File: src/rtl/jt12_wr_queue.sv
// Purpose: queue (part, reg, val) writes and replay each as an address write then a data write on the jt12 CPU bus.
// Latency: a request accepted at edge 0 into an empty queue (chip not busy) drops wr_n at edge 3, and it rises at edge 3+WR_W.
// Backpressure: in_ready = !full; it is not reopened by a pop in the same cycle, and a push on a flush edge is dropped.
//
// Ports:
//   clk, rst                    system clock, asynchronous active-high reset
//   in_valid/in_ready           request handshake; in_part/in_reg/in_val form the request
//   flush                       drop every queued entry (the in-flight pair still completes)
//   level, idle, timeout        occupancy, queue-empty-and-FSM-idle, sticky busy-wait expiry
//   ym_busy                     chip busy flag (asynchronous to clk)
//   ym_addr/ym_din/ym_cs_n/ym_wr_n  chip CPU bus
module jt12_wr_queue #(
    parameter int DEPTH   = 16,
    parameter int AW      = 4,
    parameter int WR_W    = 2,
    parameter int GAP     = 4,
    parameter int BUSY_TO = 1000
) (
    input  logic          clk,
    input  logic          rst,
    input  logic          in_valid,
    output logic          in_ready,
    input  logic          in_part,
    input  logic [7:0]    in_reg,
    input  logic [7:0]    in_val,
    input  logic          flush,
    output logic [AW:0]   level,
    output logic          idle,
    output logic          timeout,
    input  logic          ym_busy,
    output logic [1:0]    ym_addr,
    output logic [7:0]    ym_din,
    output logic          ym_cs_n,
    output logic          ym_wr_n
);

    typedef struct packed {
        logic       part;
        logic [7:0] rg;
        logic [7:0] val;
    } req_t;

    typedef enum logic [2:0] {
        S_IDLE,
        S_WAIT,
        S_SETUP,
        S_STROBE,
        S_HOLD,
        S_GAP
    } state_t;

    localparam logic [AW:0] FULL_LVL = (AW+1)'(DEPTH);

    req_t          mem [DEPTH];
    logic [AW-1:0] wr_ptr;
    logic [AW-1:0] rd_ptr;
    logic [AW:0]   cnt;

    state_t        state;
    req_t          work;
    logic          phase;
    logic [15:0]   to_cnt;
    logic [15:0]   tm_cnt;
    logic          busy_m;
    logic          busy_s;

    logic          push;
    logic          pop;
    logic          empty;

    assign empty    = (cnt == '0);
    assign in_ready = (cnt != FULL_LVL);
    assign level    = cnt;
    // Both terms are registers, so idle changes only on the edge that moves the state or level.
    assign idle     = empty && (state == S_IDLE);

    // A flush edge neither accepts nor pops; the FSM simply stays in IDLE that cycle.
    assign push = in_valid && in_ready && !flush;
    assign pop  = (state == S_IDLE) && !empty && !flush;

    // Storage carries no reset; validity is tracked by the pointers alone.
    always_ff @(posedge clk) begin
        if (push) begin
            mem[wr_ptr] <= '{part: in_part, rg: in_reg, val: in_val};
        end
    end

    always_ff @(posedge clk or posedge rst) begin
        if (rst) begin
            wr_ptr <= '0;
            rd_ptr <= '0;
            cnt    <= '0;
        end else if (flush) begin
            rd_ptr <= wr_ptr;
            cnt    <= '0;
        end else begin
            if (push) wr_ptr <= wr_ptr + 1'b1;
            if (pop)  rd_ptr <= rd_ptr + 1'b1;
            if (push && !pop)      cnt <= cnt + 1'b1;
            else if (pop && !push) cnt <= cnt - 1'b1;
        end
    end

    // Two-flop synchroniser for the chip busy flag.
    always_ff @(posedge clk or posedge rst) begin
        if (rst) begin
            busy_m <= 1'b0;
            busy_s <= 1'b0;
        end else begin
            busy_m <= ym_busy;
            busy_s <= busy_m;
        end
    end

    always_ff @(posedge clk or posedge rst) begin
        if (rst) begin
            state   <= S_IDLE;
            work    <= '0;
            phase   <= 1'b0;
            to_cnt  <= '0;
            tm_cnt  <= '0;
            timeout <= 1'b0;
            ym_addr <= '0;
            ym_din  <= '0;
            ym_cs_n <= 1'b1;
            ym_wr_n <= 1'b1;
        end else begin
            case (state)
                S_IDLE: begin
                    if (pop) begin
                        work  <= mem[rd_ptr];
                        phase <= 1'b0;
                        state <= S_WAIT;
                    end
                end
                S_WAIT: begin
                    // Leaving WAIT presents the bus address/data for the SETUP cycle.
                    if (!busy_s || (to_cnt == 16'(BUSY_TO - 1))) begin
                        if (busy_s) timeout <= 1'b1;
                        to_cnt  <= '0;
                        ym_addr <= {work.part, phase};
                        ym_din  <= phase ? work.val : work.rg;
                        state   <= S_SETUP;
                    end else begin
                        to_cnt <= to_cnt + 1'b1;
                    end
                end
                S_SETUP: begin
                    ym_cs_n <= 1'b0;
                    ym_wr_n <= 1'b0;
                    tm_cnt  <= '0;
                    state   <= S_STROBE;
                end
                S_STROBE: begin
                    if (tm_cnt == 16'(WR_W - 1)) begin
                        ym_cs_n <= 1'b1;
                        ym_wr_n <= 1'b1;
                        tm_cnt  <= '0;
                        state   <= S_HOLD;
                    end else begin
                        tm_cnt <= tm_cnt + 1'b1;
                    end
                end
                S_HOLD: begin
                    tm_cnt <= '0;
                    state  <= S_GAP;
                end
                S_GAP: begin
                    if (tm_cnt == 16'(GAP - 1)) begin
                        tm_cnt <= '0;
                        if (!phase) begin
                            phase <= 1'b1;
                            state <= S_WAIT;
                        end else begin
                            state <= S_IDLE;
                        end
                    end else begin
                        tm_cnt <= tm_cnt + 1'b1;
                    end
                end
                default: state <= S_IDLE;
            endcase
        end
    end

endmodule

File: config.mk
export PLATFORM = sky130hd
export DESIGN_NAME = jt12_wr_queue
export DESIGN_NICKNAME = d
export VERILOG_FILES = /design/src/rtl/jt12_wr_queue.sv
export SDC_FILE = /design/constraint.sdc
export NUM_CORES = 1
export LEC_CHECK = 0
export BUFFER_PORTS_ARGS = -buffer_cell sky130_fd_sc_hd__buf_2
export CORE_AREA = 2 2 198 200
export DETAILED_ROUTE_END_ITERATION = 12
export DIE_AREA = 0 0 200 202
export PLACE_DENSITY_LB_ADDON = 0.3
export SLEW_MARGIN = 20
export SYNTH_ARGS = -nofsm -noshare
export SYNTH_HDL_FRONTEND = slang
export SYNTH_SLANG_ARGS = --single-unit
export TNS_END_PERCENT = 30
File: constraint.sdc
create_clock -name clk -period 6.89 [get_ports clk]
set_input_delay 1.0335 -clock clk [delete_from_list [all_inputs] [get_ports clk]]
set_output_delay 1.0335 -clock clk [all_outputs]
set_load 0.05 [all_outputs]
==> impl_results.md <==
- YS warnings: 0
- Max Cap Viol: 0
- Post-Place Worst Slack: 3345 ps
- Layout cells sized above 1: between 20% and 30%
- Routed wire per std cell: about 21 um
- Filler cell count in the final layout: between 3000 and 4000
- Gr ovfl total: 0
- Rel. slew slack: between 20% and 30%
- Die Ht: 202 um
- Post-cts repair resize count: 0
- Finished Cell Area: about 0.016 mm2
- Detailed-route DRC error count: 0
- Clk_lat worst skew: around 530 ps
- Vias in the first global route: roughly 7300
- VDD IR max: around 0.23 mV
- Post-synthesis sequential area ratio: between 70 and 80%
- RSZ-0062 raised after global routing: no
- Pleak: around 5.6 nW
- CP max stage delay: ~700 ps
- Worst Hold Path Cells: 0
- Worst min-delay path class: reg -> reg
- Clock period minus worst slack: between 3000 and 4000 ps
- Placed Area: ~0.015 mm2
- CP endpoint kind: flop
- Final GP Congestion: 0.7541
- PD cells: between 300 and 400 mW/mm2
- Critical-path cell list: nor4_1 > a21o_1 > nand2_1 > fa_1 > a21o_1 > a21o_1 > or2_2 > a221oi_1 > a21oi_1
- Worst Path Max Fanout: 6
- Post-synthesis adder-cell area fraction: under 10%
- CP Launch Type: flop
- Total Neg Setup Slack: 0 ps
- Syn-to-layout area delta: 13.67%
- Slowest-stage cell, CP: nor4_1
- Avg Cell Area, Syn: approximately 17 um2
- First-pass GRT wire length: 45.28 mm
- Met2 WL: around 14 mm
- Final #Nets: just over 900
- Simple-gate area share of the yosys netlist: roughly 6.3%
- Metal1 wirelength: between 10 and 15 mm
- Most frequent cells in the layout: edfxtp_1 (272), dfrtp_1 (76), mux4_2 (68)
- Average via count per standard cell: approximately 5.2
- Final Hold Viols: 0
- Ys async rst share: between 20 and 25%
- Routed wl met3: 1.262 mm
- Post-CTS setup buffer count: 0
- Post-Syn Instances: 824
- Post-synth EDFFs: about 270
- Clk sinks: between 300 and 400
- Tcrit/Tclk final: around 47%
- Yosys reg bits: about 350
- Post-Syn Nets: approximately 860
- Outcome: finished, final reports clean
- R2R cell count: 9
- Io pins: between 40 and 50
- Cell family with most CP delay: simple AND/OR/NAND/NOR gates
- Post-Route WL: between 20 and 30 mm
- Fmax: a little over 300 MHz
- Final ANT Viol Nets: 0
- Initial Utilization: a little under two fifths
- DP HPWL: between 15 and 20 mm
- Largest net degree at the start of global routing: 49
- Largest family of logic cells by synthesized area: multiplexers
- Mux cell area share after synthesis: between 10% and 20%
- Post-Synth XOR/XNOR Area: around 1.8%
- Top sig layer: met4
- Iteration-0 DRC Markers: 494
- Final worst slack: 3669 ps
- Pre-antenna DRT Iters: 4
- H-tree Lvls: 2
- Die Width: about 200 um
- Die area: about 0.04 mm2
- Critical Path RT: around 7300 ps
- Cell area after synthesis: between 0.01 and 0.015 mm2
- Core area: 0.03829 mm2
- Ys flop type: edfxtp_1
- Final setup vio count: 0
- Cell with the most instances on the worst path: a21o_1
- Port Buffer Count: 41
- Levels on crit path: 9
- Bufs and invs on worst path: 0
- Arr. time, crit path: 3610 ps
- Max-slew violation count: 0
- WS Path Type: reg -> reg
- Clock Path Buffers: 3
- DR vias: between 7000 and 8000
- Final core occ: a little over two fifths
- Inserted Clock Buffers: 38
- # rows: 72
- GR Util All Layers: roughly 15%
- # hold bufs at CTS: 0
- ANT cells: 0
- Initial antenna violation count: 0
- Worst Tran Pin Value: around 1100 ps
- Worst Skew: 14.86 ps
- CTS tree: yes
- Most common cell after layout, fill and taps aside: edfxtp_1
- Clock transition at path regs: roughly 60 ps
- Compound-cell area share of the yosys netlist: approximately 4.1%
- Root buf cell: clkbuf_16
- Post-synthesis cell type count: 54
==> cell type report <==
| cell class | instances | area (um2) | area share (%) |
|---|---|---|---|
| Sequential cell | 352 | 10180 | 62.39 |
| Multi-Input combinational cell | 420 | 3986 | 24.44 |
| Clock buffer | 53 | 1069 | 6.550 |
| Tap cell | 518 | 648.1 | 3.973 |
| Timing Repair Buffer | 51 | 292.8 | 1.795 |
| Clock inverter | 16 | 101.3 | 0.6213 |
| Inverter | 10 | 38.79 | 0.2378 |
==> cell usage after synthesis (all sizes together), types with 8 or more instances <==
library cell | n | area [um2]
clkbuf | 18 | 67.56
edfxtp | 272 | 8168
nand3 | 17 | 85.08
dfrtp | 79 | 1977
xnor2 | 17 | 148.9
mux4 | 68 | 1531
inv | 10 | 37.54
nand2 | 66 | 250.2
nor2 | 39 | 146.4
xor2 | 12 | 105.1
ha | 12 | 150.1
nand4 | 11 | 68.82
nor3 | 8 | 40.04
mux2i | 45 | 450.4
o221ai | 17 | 211.5
a21oi | 13 | 68.82
o21ai | 28 | 140.1
buf | 24 | 148.9
==> per-stage QoR <==
stage / hold WS (ps) / power, mW / instances
3_5_place_dp: 343.3 / 4.550 / 1350
6_report: 361.5 / 6.420 / 1420
3_3_place_gp: 345.5 / 4.533 / 1350
2_1_floorplan: 331.2 / 4.064 / 824
5_1_grt: 373.5 / 6.746 / 1420
4_1_cts: 364.9 / 6.494 / 1419
==> registers in the layout, summed over array words and instances (netlist names), 2 cells and up <==
name and cells:
mem 272, work 17, tm_cnt 16, to_cnt 16, ym_din 8, level 5, rd_ptr 4, wr_ptr 4
state 3, ym_addr 2
==> per-layer routing <==
metal	track usage, %	up-vias
li1	-	3340
met5	0	-
met4	3.677	0
met3	2.620	45
met2	23.72	156
met1	21.92	3772
==> power by group <==
group | internal, mW | switching [mW]
logic | 0.727 | 1.02
clock network | 1.12 | 0.806
registers | 2.51 | 0.242
total | 4.36 | 2.06
==> worst paths after layout <==
path | startpoint | to | slack [ps]
setup / recovery | level[0] | level[4] | 3670
hold / removal | busy_m | busy_s | 360
setup reg to reg | level[0] | level[4] | 3670
hold reg to reg | busy_m | busy_s | 360
max in group asynchronous | rst | rd_ptr[0] | 5220
min in group asynchronous | rst | to_cnt[4] | 570
==> cells by family after synthesis <==
| kind of cell | Yosys count |
|---|---|
| AOI/OAI and AO/OA | 77 |
| xor gates and xnor gates | 29 |
| DFF | 352 |
| buffers and inverters | 52 |
| and+or+nand+nor | 185 |
| muxes | 116 |
| adders and majority gates | 13 |
(Power assumes the default switching activity.)
